===== src/rtl/vending_machine_param_if.sv =====
// Coin, refund and change-handshake signals between the coin front end and the vending controller.
interface vending_machine_param_if #(
  parameter int CREDIT_W = 8
);
  logic                N;
  logic                D;
  logic                Q;
  logic                cancel;
  logic                chg_ready;
  logic                open;
  logic                chg_valid;
  logic                busy;
  logic                coin_rej;
  logic [CREDIT_W-1:0] credit;

  modport master (
    output N, D, Q, cancel, chg_ready,
    input  open, chg_valid, busy, coin_rej, credit
  );

  modport slave (
    input  N, D, Q, cancel, chg_ready,
    output open, chg_valid, busy, coin_rej, credit
  );
endinterface


===== src/rtl/vending_machine_param.sv =====
// Vending controller: collects coins, vends one item per cycle, returns change one nickel at a time.
// state   | meaning
// COLLECT | accepting coins; vend or refund decided from registered inputs
// CHANGE  | paying out credit in nickels over chg_valid/chg_ready; coins rejected
module vending_machine_param #(
  parameter int PRICE    = 15,
  parameter int CREDIT_W = 8
) (
  input logic                    clk,
  input logic                    rstn,
  vending_machine_param_if.slave bus
);

  if (PRICE < 5 || PRICE > 200 || (PRICE % 5) != 0) begin : g_bad_price
    $error("vending_machine_param: PRICE must be a multiple of 5 in 5..200");
  end

  // Worst-case sum is (PRICE-5) held in COLLECT plus 40 cents of simultaneous coins.
  if ((64'(1) << CREDIT_W) <= 64'(PRICE + 35)) begin : g_bad_width
    $error("vending_machine_param: CREDIT_W too narrow for PRICE+35");
  end

  typedef enum logic {COLLECT, CHANGE} state_t;

  localparam logic [CREDIT_W-1:0] PRICE_C = CREDIT_W'(PRICE);
  localparam logic [CREDIT_W-1:0] NICKEL  = CREDIT_W'(5);
  localparam logic [CREDIT_W-1:0] DIME    = CREDIT_W'(10);
  localparam logic [CREDIT_W-1:0] QUARTER = CREDIT_W'(25);

  state_t              state_q, state_d;
  logic [CREDIT_W-1:0] credit_q, credit_d;
  logic [CREDIT_W-1:0] coin_val, sum;
  logic                r_N, r_D, r_Q, r_cancel;
  logic                coin_rej_q;
  logic                open_c, chg_valid_c;

  always_ff @(posedge clk) begin
    if (!rstn) begin
      state_q    <= COLLECT;
      credit_q   <= '0;
      r_N        <= 1'b0;
      r_D        <= 1'b0;
      r_Q        <= 1'b0;
      r_cancel   <= 1'b0;
      coin_rej_q <= 1'b0;
    end else begin
      state_q    <= state_d;
      credit_q   <= credit_d;
      r_N        <= bus.N;
      r_D        <= bus.D;
      r_Q        <= bus.Q;
      r_cancel   <= bus.cancel;
      coin_rej_q <= (state_q == CHANGE) && (r_N || r_D || r_Q);
    end
  end

  assign coin_val = (r_N ? NICKEL : '0) + (r_D ? DIME : '0) + (r_Q ? QUARTER : '0);
  assign sum      = credit_q + coin_val;

  always_comb begin
    state_d     = state_q;
    credit_d    = credit_q;
    open_c      = 1'b0;
    chg_valid_c = 1'b0;
    case (state_q)
      COLLECT: begin
        // Cancel takes priority over a vend that the same coins would have paid for.
        if (r_cancel) begin
          if (sum != '0) begin
            credit_d = sum;
            state_d  = CHANGE;
          end
        end else if (sum >= PRICE_C) begin
          open_c   = 1'b1;
          credit_d = sum - PRICE_C;
          if (sum != PRICE_C) state_d = CHANGE;
        end else begin
          credit_d = sum;
        end
      end
      CHANGE: begin
        chg_valid_c = 1'b1;
        if (bus.chg_ready) begin
          credit_d = credit_q - NICKEL;
          if (credit_q == NICKEL) state_d = COLLECT;
        end
      end
      default: state_d = COLLECT;
    endcase
  end

  assign bus.open      = open_c;
  assign bus.chg_valid = chg_valid_c;
  assign bus.busy      = (state_q == CHANGE);
  assign bus.coin_rej  = coin_rej_q;
  assign bus.credit    = credit_q;

endmodule


===== src/flat_wrapper.sv =====
// flat-port wrapper written by rule: the top's interface ports become plain ports
module vending_machine_param_flat 
#(
  parameter int PRICE    = 15,
  parameter int CREDIT_W = 8
)
  (clk, rstn, bus_N, bus_D, bus_Q, bus_cancel, bus_chg_ready, bus_open, bus_chg_valid, bus_busy, bus_coin_rej, bus_credit);
  vending_machine_param_if #(.CREDIT_W(CREDIT_W)) bus_i ();
  input logic clk;
  input logic rstn;
  input wire logic [$bits(bus_i.N)-1:0] bus_N;
  input wire logic [$bits(bus_i.D)-1:0] bus_D;
  input wire logic [$bits(bus_i.Q)-1:0] bus_Q;
  input wire logic [$bits(bus_i.cancel)-1:0] bus_cancel;
  input wire logic [$bits(bus_i.chg_ready)-1:0] bus_chg_ready;
  output wire logic [$bits(bus_i.open)-1:0] bus_open;
  output wire logic [$bits(bus_i.chg_valid)-1:0] bus_chg_valid;
  output wire logic [$bits(bus_i.busy)-1:0] bus_busy;
  output wire logic [$bits(bus_i.coin_rej)-1:0] bus_coin_rej;
  output wire logic [$bits(bus_i.credit)-1:0] bus_credit;
  assign bus_i.N = bus_N;
  assign bus_i.D = bus_D;
  assign bus_i.Q = bus_Q;
  assign bus_i.cancel = bus_cancel;
  assign bus_i.chg_ready = bus_chg_ready;
  assign bus_open = bus_i.open;
  assign bus_chg_valid = bus_i.chg_valid;
  assign bus_busy = bus_i.busy;
  assign bus_coin_rej = bus_i.coin_rej;
  assign bus_credit = bus_i.credit;
  vending_machine_param #(.PRICE(PRICE), .CREDIT_W(CREDIT_W)) u_core (.clk(clk), .rstn(rstn), .bus(bus_i));
endmodule

===== config.mk =====
export PLATFORM = sky130hd
export DESIGN_NAME = vending_machine_param_flat
export DESIGN_NICKNAME = d
export VERILOG_FILES = /design/src/rtl/vending_machine_param_if.sv /design/src/rtl/vending_machine_param.sv /design/src/flat_wrapper.sv
export SDC_FILE = /design/constraint.sdc
export NUM_CORES = 1
export LEC_CHECK = 0
export CAP_MARGIN = 0
export CORE_ASPECT_RATIO = 2
export CORE_MARGIN = 8
export CORE_UTILIZATION = 50
export CTS_CLUSTER_DIAMETER = 80
export DETAILED_ROUTE_END_ITERATION = 8
export PLACE_DENSITY = 0.81
export SLEW_MARGIN = 25
export SYNTH_ARGS = -nofsm -noshare
export SYNTH_HDL_FRONTEND = slang
export SYNTH_SLANG_ARGS = --single-unit

===== constraint.sdc =====
create_clock -name clk -period 4.55 [get_ports clk]
set_clock_uncertainty 0.2 [all_clocks]
set_input_delay 0.91 -clock clk [delete_from_list [all_inputs] [get_ports clk]]
set_output_delay 0.91 -clock clk [all_outputs]
set_load 0.02 [all_outputs]

; After elaboration in Yosys (flattened, before gate mapping)
; Index checks and enable logic that the tools add are counted.
[op_classes]
eq_ne = 4
bitwise_logic = 1
reduce_logical = 5
mux = 19
magnitude_cmp = 1
add_sub_neg = 5
[op_table]
columns = operator, n
row1 = $mux W8, 4
row2 = $add A8 B8 Y8, 3
row3 = $pmux W8 S2, 1
row4 = $mux W1, 10
row5 = $eq A8 B3 Y1 const B, 1
row6 = $ge A8 B4 Y1 const B, 1
row7 = $ne A8 B4 Y1 const B, 1
row8 = $reduce_bool A8 Y1, 1
row9 = $sub A8 B3 Y8 const B, 1
row10 = $sub A8 B4 Y8 const B, 1
row11 = $mux W5, 1
row12 = $mux W4, 1
row13 = $mux W3, 1
row14 = $ne A3 B3 Y1 const B, 1
row15 = $logic_or A1 B1 Y1, 2
row16 = $ne A2 B2 Y1 const B, 1
row17 = $pmux W1 S2, 1
row18 = $reduce_and A2 Y1, 1
row19 = $logic_and A1 B1 Y1, 1
row20 = $not A1 Y1, 1
[word_totals]
in_bits = 7
ff_bits = 14
elab_cells = 42

; Depth between registers and ports, before layout
[depth]
word_depth = 9
ltp_mapped = 12

; Worst setup path before layout
; OpenSTA, ideal clock, no wires.
[synth_path]
kind = register to output
from = register u_core.credit_q[3], in the netlist u_core.bus.credit[3]
to = output port bus_open
stages_incl_launch_ff = 11
path_buffers = 0
slack_ns = 0.565
t_arrival_ns = 2.875
t_required_ns = 3.440
cell_sequence = dfxtp_1 > inv_1 > fa_1 > inv_1 > ha_1 > and2b_1 > o21ai_1 > o211a_1 > a2111o_1 > a31o_2 > nor2_2
[synth_via]
elab_chain_cells = 5
[synth_lines]
columns = element, line
row1 = from (decl), vending_machine_param.sv:31  ; logic [CREDIT_W-1:0] credit_q, credit_d;
row2 = from (signal assigned), vending_machine_param.sv:48  ; credit_q <= credit_d;
row3 = $add A8 B8 Y8, vending_machine_param.sv:58  ; assign sum = credit_q + coin_val;
row4 = $ge A8 B4 Y1, vending_machine_param.sv:73  ; end else if (sum >= PRICE_C) begin
row5 = $mux W1, vending_machine_param.sv:73
row6 = $mux W1, vending_machine_param.sv:68  ; if (r_cancel) begin
row7 = $mux W1, vending_machine_param.sv:65  ; case (state_q)
row8 = to (decl), flat_wrapper.sv:16  ; output wire logic [$bits(bus_i.open)-1:0] bus_open;
; Every way passes these cells.

; Worst setup path after layout
[layout_path]
from = register u_core.r_Q
to = output port bus_open
[layout_via]
elab_chain_cells = 7
[layout_lines]
columns = element, line
row1 = from (decl), vending_machine_param.sv:33  ; logic r_N, r_D, r_Q, r_cancel;
row2 = from (signal assigned), vending_machine_param.sv:51  ; r_Q <= bus.Q;
row3 = $mux W5, vending_machine_param.sv:57  ; assign coin_val = (r_N ? NICKEL : '0) + (r_D ? DIME : '0) + (r_Q ? QUARTER : '0);
row4 = $add A8 B8 Y8, vending_machine_param.sv:57
row5 = $add A8 B8 Y8, vending_machine_param.sv:58
row6 = $ge A8 B4 Y1, vending_machine_param.sv:73
row7 = $mux W1, vending_machine_param.sv:73
row8 = $mux W1, vending_machine_param.sv:68
row9 = $mux W1, vending_machine_param.sv:65
; Every way passes these cells.

==> flow_summary.toml <==
[global_routing]
overflow = 0
grt_pass1_wl_um = 5740
track_usage = 0.161
grt_pass1_vias = 1289
antenna_found_initial = 0
grt_max_degree = 27

[placed_design]
io_buffers = 18
dp.cells = 207
place.gp.congestion = 0.878
dpl-instance-area_mm2 = 0.00154
dpl.hpwl_um = 2790
dp_slack_ps = 106

[timing]
drv_slew = 0
finalSetupViolations = 0
hold_viol = 0
period_needed_ps = 4250
tightest_slew_ps = 996
fin_setup_tns_ps = 0
worst_hold_slack_ps = 370
worst_slack_ps = 302
fmax_mhz = 235
slew_headroom = 0.335
period_share = 0.934
rsz0062_at_grt = "false"

[floorplan]
core-area_mm2 = 0.00254
row_count = 26
io_pins = 19
die_h_um = 88.9
initial_core_util = 0.524
die_area_mm2 = 0.00467
die_x_um = 52.5

[worst_setup_path]
cp.arrival_ps = 3140
r2r-start = "u_core.r_Q"
worst-setup-path-type = "flop to output pin"
critPathMaxStageDelay_ps = 500
path_depth = 11
cp.buffers_inverters = 3
worstSetupEndpoint = "bus_open"
cp_top_family = "compound AO/OA/AOI/OAI gates"
crit_slowest_cell = "fa_1"
critPathLaunch = "u_core.r_Q"
r2r_cells = 12
critPathLaunchType = "flop"
ff2ff_setup_slack_ps = 1120
cpMostUsedCell = "inv_1"
cp_data_required_time_ps = 3440
path_cells = "inv_1 > fa_1 > inv_1 > ha_1 > and2b_1 > o21ai_1 > o211a_1 > a2111o_1 > a31o_2 > nor2_2 > clkbuf_2"
rr_endpoint = "u_core.bus.credit[3]"
end_kind = "output pin"
cp_max_fo = 5

[logic_synthesis]
synth_seq_cells = 14
netlist_area_mm2 = 0.00133
synthDistinctLibCells = 49
synth_top_area_frac = 0.211
synth_top_area_cell = "dfxtp_1"
synth_edf_count = 0
synth_cells = 163
syn_avg_cell_area_um2 = 8.16
ys_seq_area_frac = 0.211
async_reset_ff_frac = 0
syn_nets = 185
synth_area_leaders = "dfxtp_1 (21%), ha_1 (11%), xnor2_1 (5.9%)"
synth-main-ff-cell = "dfxtp_1"
synth-warning-count = 0

[routing]
dr.pass1.iters = 4
vias_per_cell = 6.04
vias = 1274
drc = 0
antenna_left = 0
wl_um = 3660
drt_iter0_drc = 46
avgRoutedWirePerCell_um = 17.4

[clock_network]
clk_path_buf_depth = 2
clk_latency_ps = 250
cts_buffers = 3
cts_max_level = 1
clkTransAtPathRegs_ps = 60
cts.sinks = 14
cts_tree = "done"
root_buffer = "clkbuf_8"
postCtsSetupBuffers = 0
holdBufCountCts = 0

[final_layout]
n_antenna_cell = 0
layout_common_cells = "clkdlybuf4s50_1 (17), inv_1 (16), a21oi_1 (13), dfxtp_1 (13), ha_1 (12)"
design_area_mm2 = 0.00159
fin_nets = 206
fin_util = 0.628
syn2layout_area_growth_pct = 19.8
fin_cells = 211
layout-drive-gt1-share = 0.115
mostFrequentLayoutCell = "clkdlybuf4s50_1"

[outcome]
status = "complete, no violations"

[worst_hold_path]
hold_path_class = "flop to flop"

[run]
drv_cap = 0

[power]
ir_worst_vdd_v = 0.000395
power_density_mw_per_mm2 = 716
leakagePower_nw = 0.673
power_mw = 1.14
[worst min-delay path by stage]
stage	from	end	slack, ps	cells past startpoint
floorplan	u_core.r_N	u_core.bus.coin_rej	310	1
global placement	u_core.r_N	u_core.bus.coin_rej	340	1
CTS	u_core.r_N	u_core.bus.coin_rej	370	1
global route	u_core.r_D	u_core.bus.coin_rej	380	1
detailed placement	u_core.r_N	u_core.bus.coin_rej	350	1
finish	u_core.r_N	u_core.bus.coin_rej	370	1
[synthesized netlist by cell type (2+ instances only)]
| master | count |
|---|---|
| nand3_1 | 4 |
| a211oi_1 | 2 |
| buf_4 | 2 |
| dfxtp_1 | 14 |
| xnor2_1 | 9 |
| nor3_2 | 2 |
| nor4_1 | 3 |
| o22ai_1 | 2 |
| a21oi_1 | 13 |
| nand2_1 | 11 |
| mux2i_1 | 2 |
| clkbuf_1 | 3 |
| fa_1 | 3 |
| and3_1 | 2 |
| nor3_1 | 4 |
| xor2_1 | 4 |
| o21ai_0 | 8 |
| ha_1 | 12 |
| nor3b_1 | 2 |
| a21o_1 | 2 |
| o21a_1 | 2 |
| and2_1 | 5 |
| inv_1 | 16 |
| a21boi_0 | 2 |
| nor2_1 | 10 |
[layer usage]
layer	share of wire	track usage	routed length (µm)
met2	0.53	0.290	1960
met5	0	0	0
met1	0.36	0.155	1320
met4	0.055	0.109	201
met3	0.050	0.0300	183
[cell families (layout without fill, tap and decap cells)]
logic type / Yosys count / count (layout) / synth area share
muxes: 2 / 2 / 0.0151
adders and majority gates: 15 / 15 / 0.158
buffers and inverters: 21 / 41 / 0.0649
xor gates and xnor gates: 13 / 13 / 0.0856
and+or+nand+nor: 51 / 51 / 0.214
DFF: 14 / 14 / 0.211
AOI/OAI and AO/OA: 47 / 47 / 0.251
[state kept, by name, summed over array words and instances, names as in the netlist]
register / count
u_core.bus.credit: 8
u_core.bus.coin_rej: 1
u_core.r_Q: 1
u_core.r_cancel: 1
u_core.bus.busy: 1
u_core.r_D: 1
u_core.r_N: 1
[cell type report]
cell class | instances | area, µm²
inverter | 16 | 60.1
clock buffer | 4 | 55.1
fill | 218 | 945
multi-input combinational | 128 | 963
tap | 28 | 35.0
timing repair buffer | 21 | 198
sequential | 14 | 282
[repair_timing]
action | CTS | global route
gates resized for setup | 1 | 3
endpoints found under the setup margin | 1 | 1
cloned | 0 | 0
[report_power, final]
group	internal [mW]	switching, mW
combinational	0.344	0.442
clock	0.0767	0.0463
sequential	0.159	0.0723
No activity file was read; power rests on OpenSTA's default activity.
